`config.mk`:
```
export PLATFORM = sky130hd
export DESIGN_NAME = dds_sweep_ctrl
export DESIGN_NICKNAME = d
export VERILOG_FILES = /design/src/rtl/dds_sweep_ctrl.sv
export SDC_FILE = /design/constraint.sdc
export NUM_CORES = 1
export LEC_CHECK = 0
export ABC_AREA = 0
export BUFFER_PORTS_ARGS = -buffer_cell sky130_fd_sc_hd__clkbuf_2
export CAP_MARGIN = 30
export CELL_PAD_IN_SITES_DETAIL_PLACEMENT = 1
export CELL_PAD_IN_SITES_GLOBAL_PLACEMENT = 1
export CORE_MARGIN = 5
export CORE_UTILIZATION = 25
export CTS_BUF_LIST = sky130_fd_sc_hd__clkbuf_2 sky130_fd_sc_hd__clkbuf_4 sky130_fd_sc_hd__clkbuf_8
export CTS_CLUSTER_DIAMETER = 100
export DETAILED_ROUTE_END_ITERATION = 10
export MAX_ROUTING_LAYER = met4
export PLACE_DENSITY_LB_ADDON = 0.1
export SLEW_MARGIN = 20
export SYNTH_ARGS = -nofsm -noshare
export SYNTH_HDL_FRONTEND = slang
export SYNTH_SLANG_ARGS = --single-unit
```
`constraint.sdc`:
```
create_clock -name clk -period 9.8 [get_ports clk]
set_input_delay 2.94 -clock clk [delete_from_list [all_inputs] [get_ports clk]]
set_output_delay 2.94 -clock clk [all_outputs]
set_load 0.05 [all_outputs]
```
`src/rtl/dds_sweep_ctrl.sv`:
```
// Linear frequency-sweep sequencer feeding the FreqWord input of a dds.
// Steps a frequency word from a start word to a stop word with a programmable dwell per word.
// Supports single sweep, repeating sawtooth and continuous triangle modes.

module dds_sweep_ctrl #(
    parameter int unsigned        PHASE_W = 32,
    parameter int unsigned        DWELL_W = 16,
    parameter int unsigned        CNT_W   = 8,
    parameter logic [PHASE_W-1:0] PARK_FW = '0
) (
    input  logic               clk,
    input  logic               rst_n,
    input  logic               start,
    input  logic               abort,
    input  logic [PHASE_W-1:0] cfg_start,
    input  logic [PHASE_W-1:0] cfg_stop,
    input  logic [PHASE_W-1:0] cfg_step,
    input  logic [DWELL_W-1:0] cfg_dwell,
    input  logic [1:0]         cfg_mode,
    output logic [PHASE_W-1:0] freq_word,
    output logic               busy,
    output logic               done,
    output logic [CNT_W-1:0]   sweep_cnt
);

    typedef enum logic [1:0] {StIdle, StUp, StDown, StDone} state_e;

    state_e             state_q;
    logic [PHASE_W-1:0] freq_q;
    logic [DWELL_W-1:0] dwell_q;
    logic               busy_q;
    logic               done_q;
    logic [CNT_W-1:0]   cnt_q;

    // Configuration captured at start; later cfg_* changes do not disturb a running sweep.
    logic [PHASE_W-1:0] start_q;
    logic [PHASE_W-1:0] stop_q;
    logic [PHASE_W-1:0] step_q;
    logic [DWELL_W-1:0] dwell_cfg_q;
    logic [1:0]         mode_q;

    logic [PHASE_W:0]   up_sum;
    logic               up_hit;
    logic [PHASE_W-1:0] up_next;
    logic [PHASE_W:0]   dn_diff;
    logic               dn_hit;
    logic [PHASE_W-1:0] dn_next;
    logic               degen;
    logic               expired;
    logic [CNT_W-1:0]   cnt_inc;

    // Step arithmetic, clamped so the word never overshoots stop/start and never wraps.
    always_comb begin
        up_sum  = {1'b0, freq_q} + {1'b0, step_q};
        up_hit  = (up_sum >= {1'b0, stop_q});
        up_next = up_hit ? stop_q : up_sum[PHASE_W-1:0];
        dn_diff = {1'b0, freq_q} - {1'b0, step_q};
        dn_hit  = dn_diff[PHASE_W] || (dn_diff[PHASE_W-1:0] <= start_q);
        dn_next = dn_hit ? start_q : dn_diff[PHASE_W-1:0];
        degen   = (step_q == '0) || (start_q >= stop_q);
        expired = (dwell_q == '0);
        cnt_inc = (cnt_q == {CNT_W{1'b1}}) ? cnt_q : cnt_q + CNT_W'(1);
    end

    // Sweep FSM with registered outputs; abort overrides everything, including dwell expiry.
    always_ff @(posedge clk or negedge rst_n) begin
        if (!rst_n) begin
            state_q     <= StIdle;
            freq_q      <= PARK_FW;
            dwell_q     <= '0;
            busy_q      <= 1'b0;
            done_q      <= 1'b0;
            cnt_q       <= '0;
            start_q     <= '0;
            stop_q      <= '0;
            step_q      <= '0;
            dwell_cfg_q <= '0;
            mode_q      <= '0;
        end else begin
            done_q <= 1'b0;
            if (abort) begin
                state_q <= StIdle;
                freq_q  <= PARK_FW;
                dwell_q <= '0;
                busy_q  <= 1'b0;
            end else begin
                unique case (state_q)
                    StIdle: begin
                        if (start) begin
                            start_q     <= cfg_start;
                            stop_q      <= cfg_stop;
                            step_q      <= cfg_step;
                            dwell_cfg_q <= cfg_dwell;
                            mode_q      <= cfg_mode;
                            freq_q      <= cfg_start;
                            dwell_q     <= cfg_dwell;
                            busy_q      <= 1'b1;
                            cnt_q       <= '0;
                            state_q     <= StUp;
                        end
                    end
                    StUp: begin
                        if (!expired) begin
                            dwell_q <= dwell_q - DWELL_W'(1);
                        end else if (degen) begin
                            // Degenerate config: one dwell at start, counted as one pass.
                            cnt_q   <= CNT_W'(1);
                            busy_q  <= 1'b0;
                            done_q  <= 1'b1;
                            state_q <= StDone;
                        end else if (freq_q == stop_q) begin
                            if (mode_q == 2'd1) begin
                                freq_q  <= start_q;
                                dwell_q <= dwell_cfg_q;
                            end else if (mode_q == 2'd2) begin
                                freq_q  <= dn_next;
                                dwell_q <= dwell_cfg_q;
                                state_q <= StDown;
                            end else begin
                                busy_q  <= 1'b0;
                                done_q  <= 1'b1;
                                state_q <= StDone;
                            end
                        end else begin
                            freq_q  <= up_next;
                            dwell_q <= dwell_cfg_q;
                            if (up_hit) begin
                                cnt_q <= cnt_inc;
                            end
                        end
                    end
                    StDown: begin
                        if (!expired) begin
                            dwell_q <= dwell_q - DWELL_W'(1);
                        end else if (freq_q == start_q) begin
                            freq_q  <= up_next;
                            dwell_q <= dwell_cfg_q;
                            state_q <= StUp;
                            if (up_hit) begin
                                cnt_q <= cnt_inc;
                            end
                        end else begin
                            freq_q  <= dn_next;
                            dwell_q <= dwell_cfg_q;
                        end
                    end
                    StDone: begin
                        state_q <= StIdle;
                    end
                    default: begin
                        state_q <= StIdle;
                    end
                endcase
            end
        end
    end

    assign freq_word = freq_q;
    assign busy      = busy_q;
    assign done      = done_q;
    assign sweep_cnt = cnt_q;

endmodule

```
==> results.txt, run 1 <==
status: finished clean
pre-CTS setup slack: 1890 ps
Worst Path Class, Setup: flip-flop to flip-flop
fraction of layout cells with a size suffix above 1: 0.187
wire length per cell: 25.3 um
Max-Cap Viols: 0
CP Buf/Inv Count: 1
Chip Width: 263 um
final WL: 71.0 mm
Finish-stage setup viols: 0
Critical Path Slowest Stage Cell: a2111oi_0
sequential share of the synthesized area: 0.272
Avg Cell Area, Syn: 8.78 sq um
Final period util: 0.799
chip height: 263 um
placed cells: 2762
min-delay worst type: flip-flop to flip-flop
#FFs+latches synth: 174
Sink Count: 174
core area: 63200 sq um
DRC viols: 0
Initial Util: 0.253
Synth Warn #: 0
Multi-input gate area: 10800 sq um
total negative setup slack: 0 ps
hold_ws: 513 ps
unrepaired setup endpoints after global routing: false
element type at the critical path end: flip-flop
Crit path max-delay family: compound AO/OA/AOI/OAI gates
FILL cells: 7430
CTS clk-pin slew, worst paths: 110 ps
global-route usage over all layers: 0.208
initial antenna violation count: 8
Cell Rows: 92
final setup margin: 1970 ps
cts repair resizes: 0
cell count after synthesis: 1820
I/O pins: 160
CP Cell Sequence: ha_1, nor3b_1, nor3_1, a21oi_1, nor3_2, a21oi_1, a2111oi_1, nor2_1, xnor2_1, ha_1, nand4_1, nor4_1, o311ai_1, a2111oi_0, a311oi_4, buf_4, mux2_1, a222oi_1, o221ai_1
Setup Buffers After CTS: 0
FFs w/ async S/R, synth: 1.00
Worst EP required: 10260 ps
vias per cell: 5.15
Root Buffer: clkbuf_8
vias in the first global route: 15299
final HPWL from detailed placement: 56.1 mm
first-pass GRT wire length: 105 mm
CP Launch Type: flip-flop
IO buf count: 159
Pre-antenna DRT Iters: 5
TritonCTS clock tree: yes
Post-Syn Area: 16000 sq um
gr ovfl total: 0
CTS Hold Bufs: 0
Area Growth Syn to Fin: 13.7%
clock latency on the worst-skew pair: 600 ps
CP max FO: 32
Unique masters post-synth: 86
final period demand of the worst path: 7830 ps
register area: 4350 sq um
number of synthesized flops with an enable pin: 0
CTS Buffer Depth: 2
Worst Skew: 32.6 ps
final cell count without fillers: 2803
f_max: 128 MHz
Synth top cells by count: 174 x dfrtp_1, 169 x ha_1, 137 x nor2_1
syn nets: 2109
GPL Wtd Cong: 0.891
Arrival @ worst endpoint: 8290 ps
H-tree depth: 4
Final Max Tran Viols: 0
area leader, netlist: dfrtp_1
Synth area leaders: dfrtp_1 27%, ha_1 13%, mux2_2 8.2%
CP peak stage delay: 930 ps
via count: 14439
largest net degree at the start of global routing: 65
die footprint: 69100 sq um
Main synth FF type: dfrtp_1
Slew headroom: 0.371
fin nets: 2225
most numerous cell in the Yosys netlist: dfrtp_1
worst slew pin tran: 920 ps
Post-DRT Antenna Nets: 0
initial drt markers: 752
TritonCTS Buffers: 17
area share of the largest cell type after synthesis: 0.272
final hold violation count: 0
sequential cells by signal (all words and copies together), names as in the netlist, 8 cells and up:
name and flops:
dwell_cfg_q 16, dwell_q 16, freq_word 32, start_q 32
step_q 32, stop_q 32, sweep_cnt 8
per-stage QoR:
step,utilization,cell area [sq um]
floorplan,-,16000
global placement,0.280,17700
detailed placement,0.280,17700
CTS,0.287,18100
global route,0.288,18200
finish,0.288,18200
path summary, 6_finish.rpt:
check	depth (start not counted)	endpoint	from	slack [ps]
hold / removal	1	dwell_cfg_q[13]	dwell_cfg_q[13]	510
max in group asynchronous	2	sweep_cnt[3]	rst_n	6190
hold reg to reg	1	dwell_cfg_q[13]	dwell_cfg_q[13]	510
setup / recovery	19	freq_word[20]	freq_word[5]	1970
setup reg to reg	19	freq_word[20]	freq_word[5]	1970
min in group asynchronous	1	freq_word[9]	rst_n	2310
cell families (layout without fill, tap and decap cells):
kind of cell,count (synthesis),after routing,share of synthesized area
AO/OA/AOI/OAI,443,443,0.185
XOR/XNOR,136,136,0.0745
adder cells (fa/ha/maj),171,171,0.135
buffers and inverters,226,354,0.0556
flip-flops,174,174,0.272
multiplexers,194,194,0.131
other,0,9,0
AND/OR/NAND/NOR,476,476,0.147
routing by layer:
layer	vias to the layer above	global-route usage	part of all wire
met1	7295	0.276	0.48
li1	6838	-	-
met3	53	0.0356	0.039
met4	0	0.0548	0.019
met2	253	0.330	0.47
met5	-	-	0
area by class of cell:
| class | instances | area share |
|---|---|---|
| Clock inverter | 12 | 0.00812 |
| Sequential cell | 174 | 0.240 |
| Tap cell | 846 | 0.0582 |
| Timing Repair Buffer | 184 | 0.0555 |
| Clock buffer | 19 | 0.0140 |
| Inverter | 139 | 0.0287 |
| Antenna cell | 9 | 0.00124 |
| Multi-Input combinational cell | 1420 | 0.595 |
cells in the final DEF (no fill, tap or decap), types with 14 or more instances in the layout:
cell	n
dfrtp_1	174
ha_1	168
clkbuf_2	158
nor2_1	137
inv_1	133
a21oi_1	131
nand2_1	127
mux2_2	117
xnor2_1	86
mux2i_1	75
o21ai_0	55
xor2_1	50
a211oi_1	37
nand4_1	36
o21ai_1	34
nand3_1	32
nor4_1	28
a21o_1	24
buf_4	23
o221ai_1	22
nor3_1	21
nor2b_1	20
clkbuf_8	19
a31oi_1	17
o31ai_1	14
Power of run 1 is not shown: default switching activity piles up to over one toggle a cycle in this logic, so the estimate is an artifact.
==> inputs of run 2 (changes only) <==
==> constraint.sdc (replaced) <==
create_clock -name clk -period 7.4 [get_ports clk]
set_input_delay 2.22 -clock clk [delete_from_list [all_inputs] [get_ports clk]]
set_output_delay 2.22 -clock clk [all_outputs]
set_load 0.05 [all_outputs]
==> run 2 against run 1 <==
  * Flip-flop and latch count did not move
  * Count of clock-buffer cells in the layout is 1 lower
  * Clock skew is 1.3 ps lower
  * Cell count increased by 0.64%
  * Cell area rose by 0.94%
  * Wire length increased by 1.9%
==> results.txt, run 2 (same netlist as run 1, synthesis figures left out) <==
status: finished clean
fin nets: 2247 (+0.99%)
vias in the first global route: 15586 (+1.9%)
Pre-antenna DRT Iters: 5 (unchanged)
Reg2Reg Setup Slack: 500 ps (-1470 ps)
CTS clk-pin slew, worst paths: 130 ps (+20 ps)
worst slew pin tran: 999 ps (+78.8 ps)
IO buf count: 159 (unchanged)
Final period util: 0.933 (+0.134)
cts repair resizes: 0 (unchanged)
Initial Util: 0.253 (unchanged)
initial drt markers: 626 (-17%)
Worst Path Class, Setup: flip-flop to flip-flop
most frequent cells in the layout: 174 x dfrtp_1, 168 x ha_1, 158 x clkbuf_2
Crit path max-delay family: compound AO/OA/AOI/OAI gates
gr ovfl total: 0 (unchanged)
core area: 63200 sq um (unchanged)
element type at the critical path end: flip-flop
Sink Count: 174 (unchanged)
RR Startpoint: freq_word[0]
CP Launch Type: flip-flop
CP Buf/Inv Count: 2 (+1)
hold_sp: dwell_cfg_q[12]
Cell Rows: 92 (unchanged)
global-route usage over all layers: 0.211 (+0.00366)
WHS Path Cells: 1 (unchanged)
DRC viols: 0 (unchanged)
CP max FO: 18 (-44%)
Post-DRT Antenna Nets: 0 (unchanged)
vias per cell: 5.16 (+0.19%)
min-delay worst type: flip-flop to flip-flop
unrepaired setup endpoints after global routing: false
TritonCTS clock tree: yes
wire length per cell: 25.6 um (+1.2%)
Max-Cap Viols: 0 (unchanged)
Critical Path Slowest Stage Cell: a2111oi_0
Final Max Tran Viols: 0 (unchanged)
reg2reg path depth: 22 (+3)
Finish-stage setup viols: 0 (unchanged)
final hold violation count: 0 (unchanged)
commonest non-fill, non-tap cell in the layout: dfrtp_1
Slew headroom: 0.334 (-0.0367)
Root Buffer: clkbuf_8
Setup Buffers After CTS: 0 (unchanged)
Setup crit start: freq_word[0]
chip height: 263 um (unchanged)
die footprint: 69100 sq um (unchanged)
via count: 14559 (+0.83%)
CTS Buffer Depth: 2 (unchanged)
CTS Hold Bufs: 0 (unchanged)
TritonCTS Buffers: 17 (unchanged)
final WL: 72.3 mm (+1.9%)
CP Cell Sequence: ha_1, fa_1, nor2b_1, o21ai_1, a21oi_1, nor3_2, a21oi_1, a2111oi_0, dlymetal6s2s_1, nor2_1, xnor2_1, ha_1, nand4_1, nor4_1, o311ai_0, a2111oi_0, a311oi_4, buf_4, mux2i_1, o221ai_1, a31oi_1, o21ai_1
total negative setup slack: 0 ps (unchanged)
initial antenna violation count: 5 (-3)
I/O pins: 160 (unchanged)
f_max: 145 MHz (+13%)
largest net degree at the start of global routing: 70 (+7.7%)
Min-Delay Endpoint: dwell_cfg_q[12]
CP peak stage delay: 900 ps (-30 ps)
Area Growth Syn to Fin: 14.8%
Arrival @ worst endpoint: 7390 ps (-900 ps)
final HPWL from detailed placement: 57.7 mm (+2.8%)
Chip Width: 263 um (unchanged)
first-pass GRT wire length: 107 mm (+1.8%)
Worst Skew: 31.3 ps (-1.28 ps)
final period demand of the worst path: 6900 ps (-928 ps)
clock latency on the worst-skew pair: 600 ps (about the same)
H-tree depth: 4 (unchanged)
GPL Wtd Cong: 0.914 (+2.7%)
r2r endpoint: freq_word[23]
Worst EP required: 7880 ps (-2380 ps)
fraction of layout cells with a size suffix above 1: 0.196 (+0.00908)
==> run 2: how the worst max path moves through the flow <==
stage                    end  cells after the start
2_1_floorplan  freq_word[20]                     20
3_3_place_gp   freq_word[31]                     20
3_5_place_dp   freq_word[23]                     21
4_1_cts        freq_word[23]                     21
5_1_grt        freq_word[31]                     21
6_report       freq_word[23]                     22
==> run 2: final cells by class <==
| cell class | count | area, sq um |
|---|---|---|
| Multi-Input combinational cell | 1420 | 10800 |
| Timing Repair Buffer | 206 | 1190 |
| Tap cell | 846 | 1060 |
| Inverter | 139 | 522 |
| Antenna cell | 5 | 12.5 |
| Clock buffer | 18 | 248 |
| Sequential cell | 174 | 4350 |
| Fill cell | 7424 | 44800 |
| Clock inverter | 13 | 146 |
==> run 2: metal layers <==
metal | part of all wire | wire length, um | vias to the layer above | track usage
li1 | - | - | 6871 | -
met1 | 0.48 | 34700 | 7346 | 0.286
met2 | 0.47 | 33700 | 282 | 0.337
met3 | 0.034 | 2480 | 60 | 0.0300
met4 | 0.018 | 1310 | 0 | 0.0500
met5 | 0 | 0 | - | -
==> run 2: through the flow <==
| step | hold slack (ps) | worst slack, ps | cells | utilization | instance area [sq um] |
|---|---|---|---|---|---|
| after floorplan | 479 | 1850 | 1820 | - | 16000 |
| after global placement | 487 | 507 | 2783 | 0.283 | 17900 |
| after detailed placement | 494 | 399 | 2784 | 0.284 | 17900 |
| after CTS | 521 | 307 | 2815 | 0.290 | 18300 |
| after global routing | 542 | 121 | 2821 | 0.290 | 18400 |
| final | 518 | 496 | 2821 | 0.290 | 18400 |
Power of run 2 is left out for the same reason.
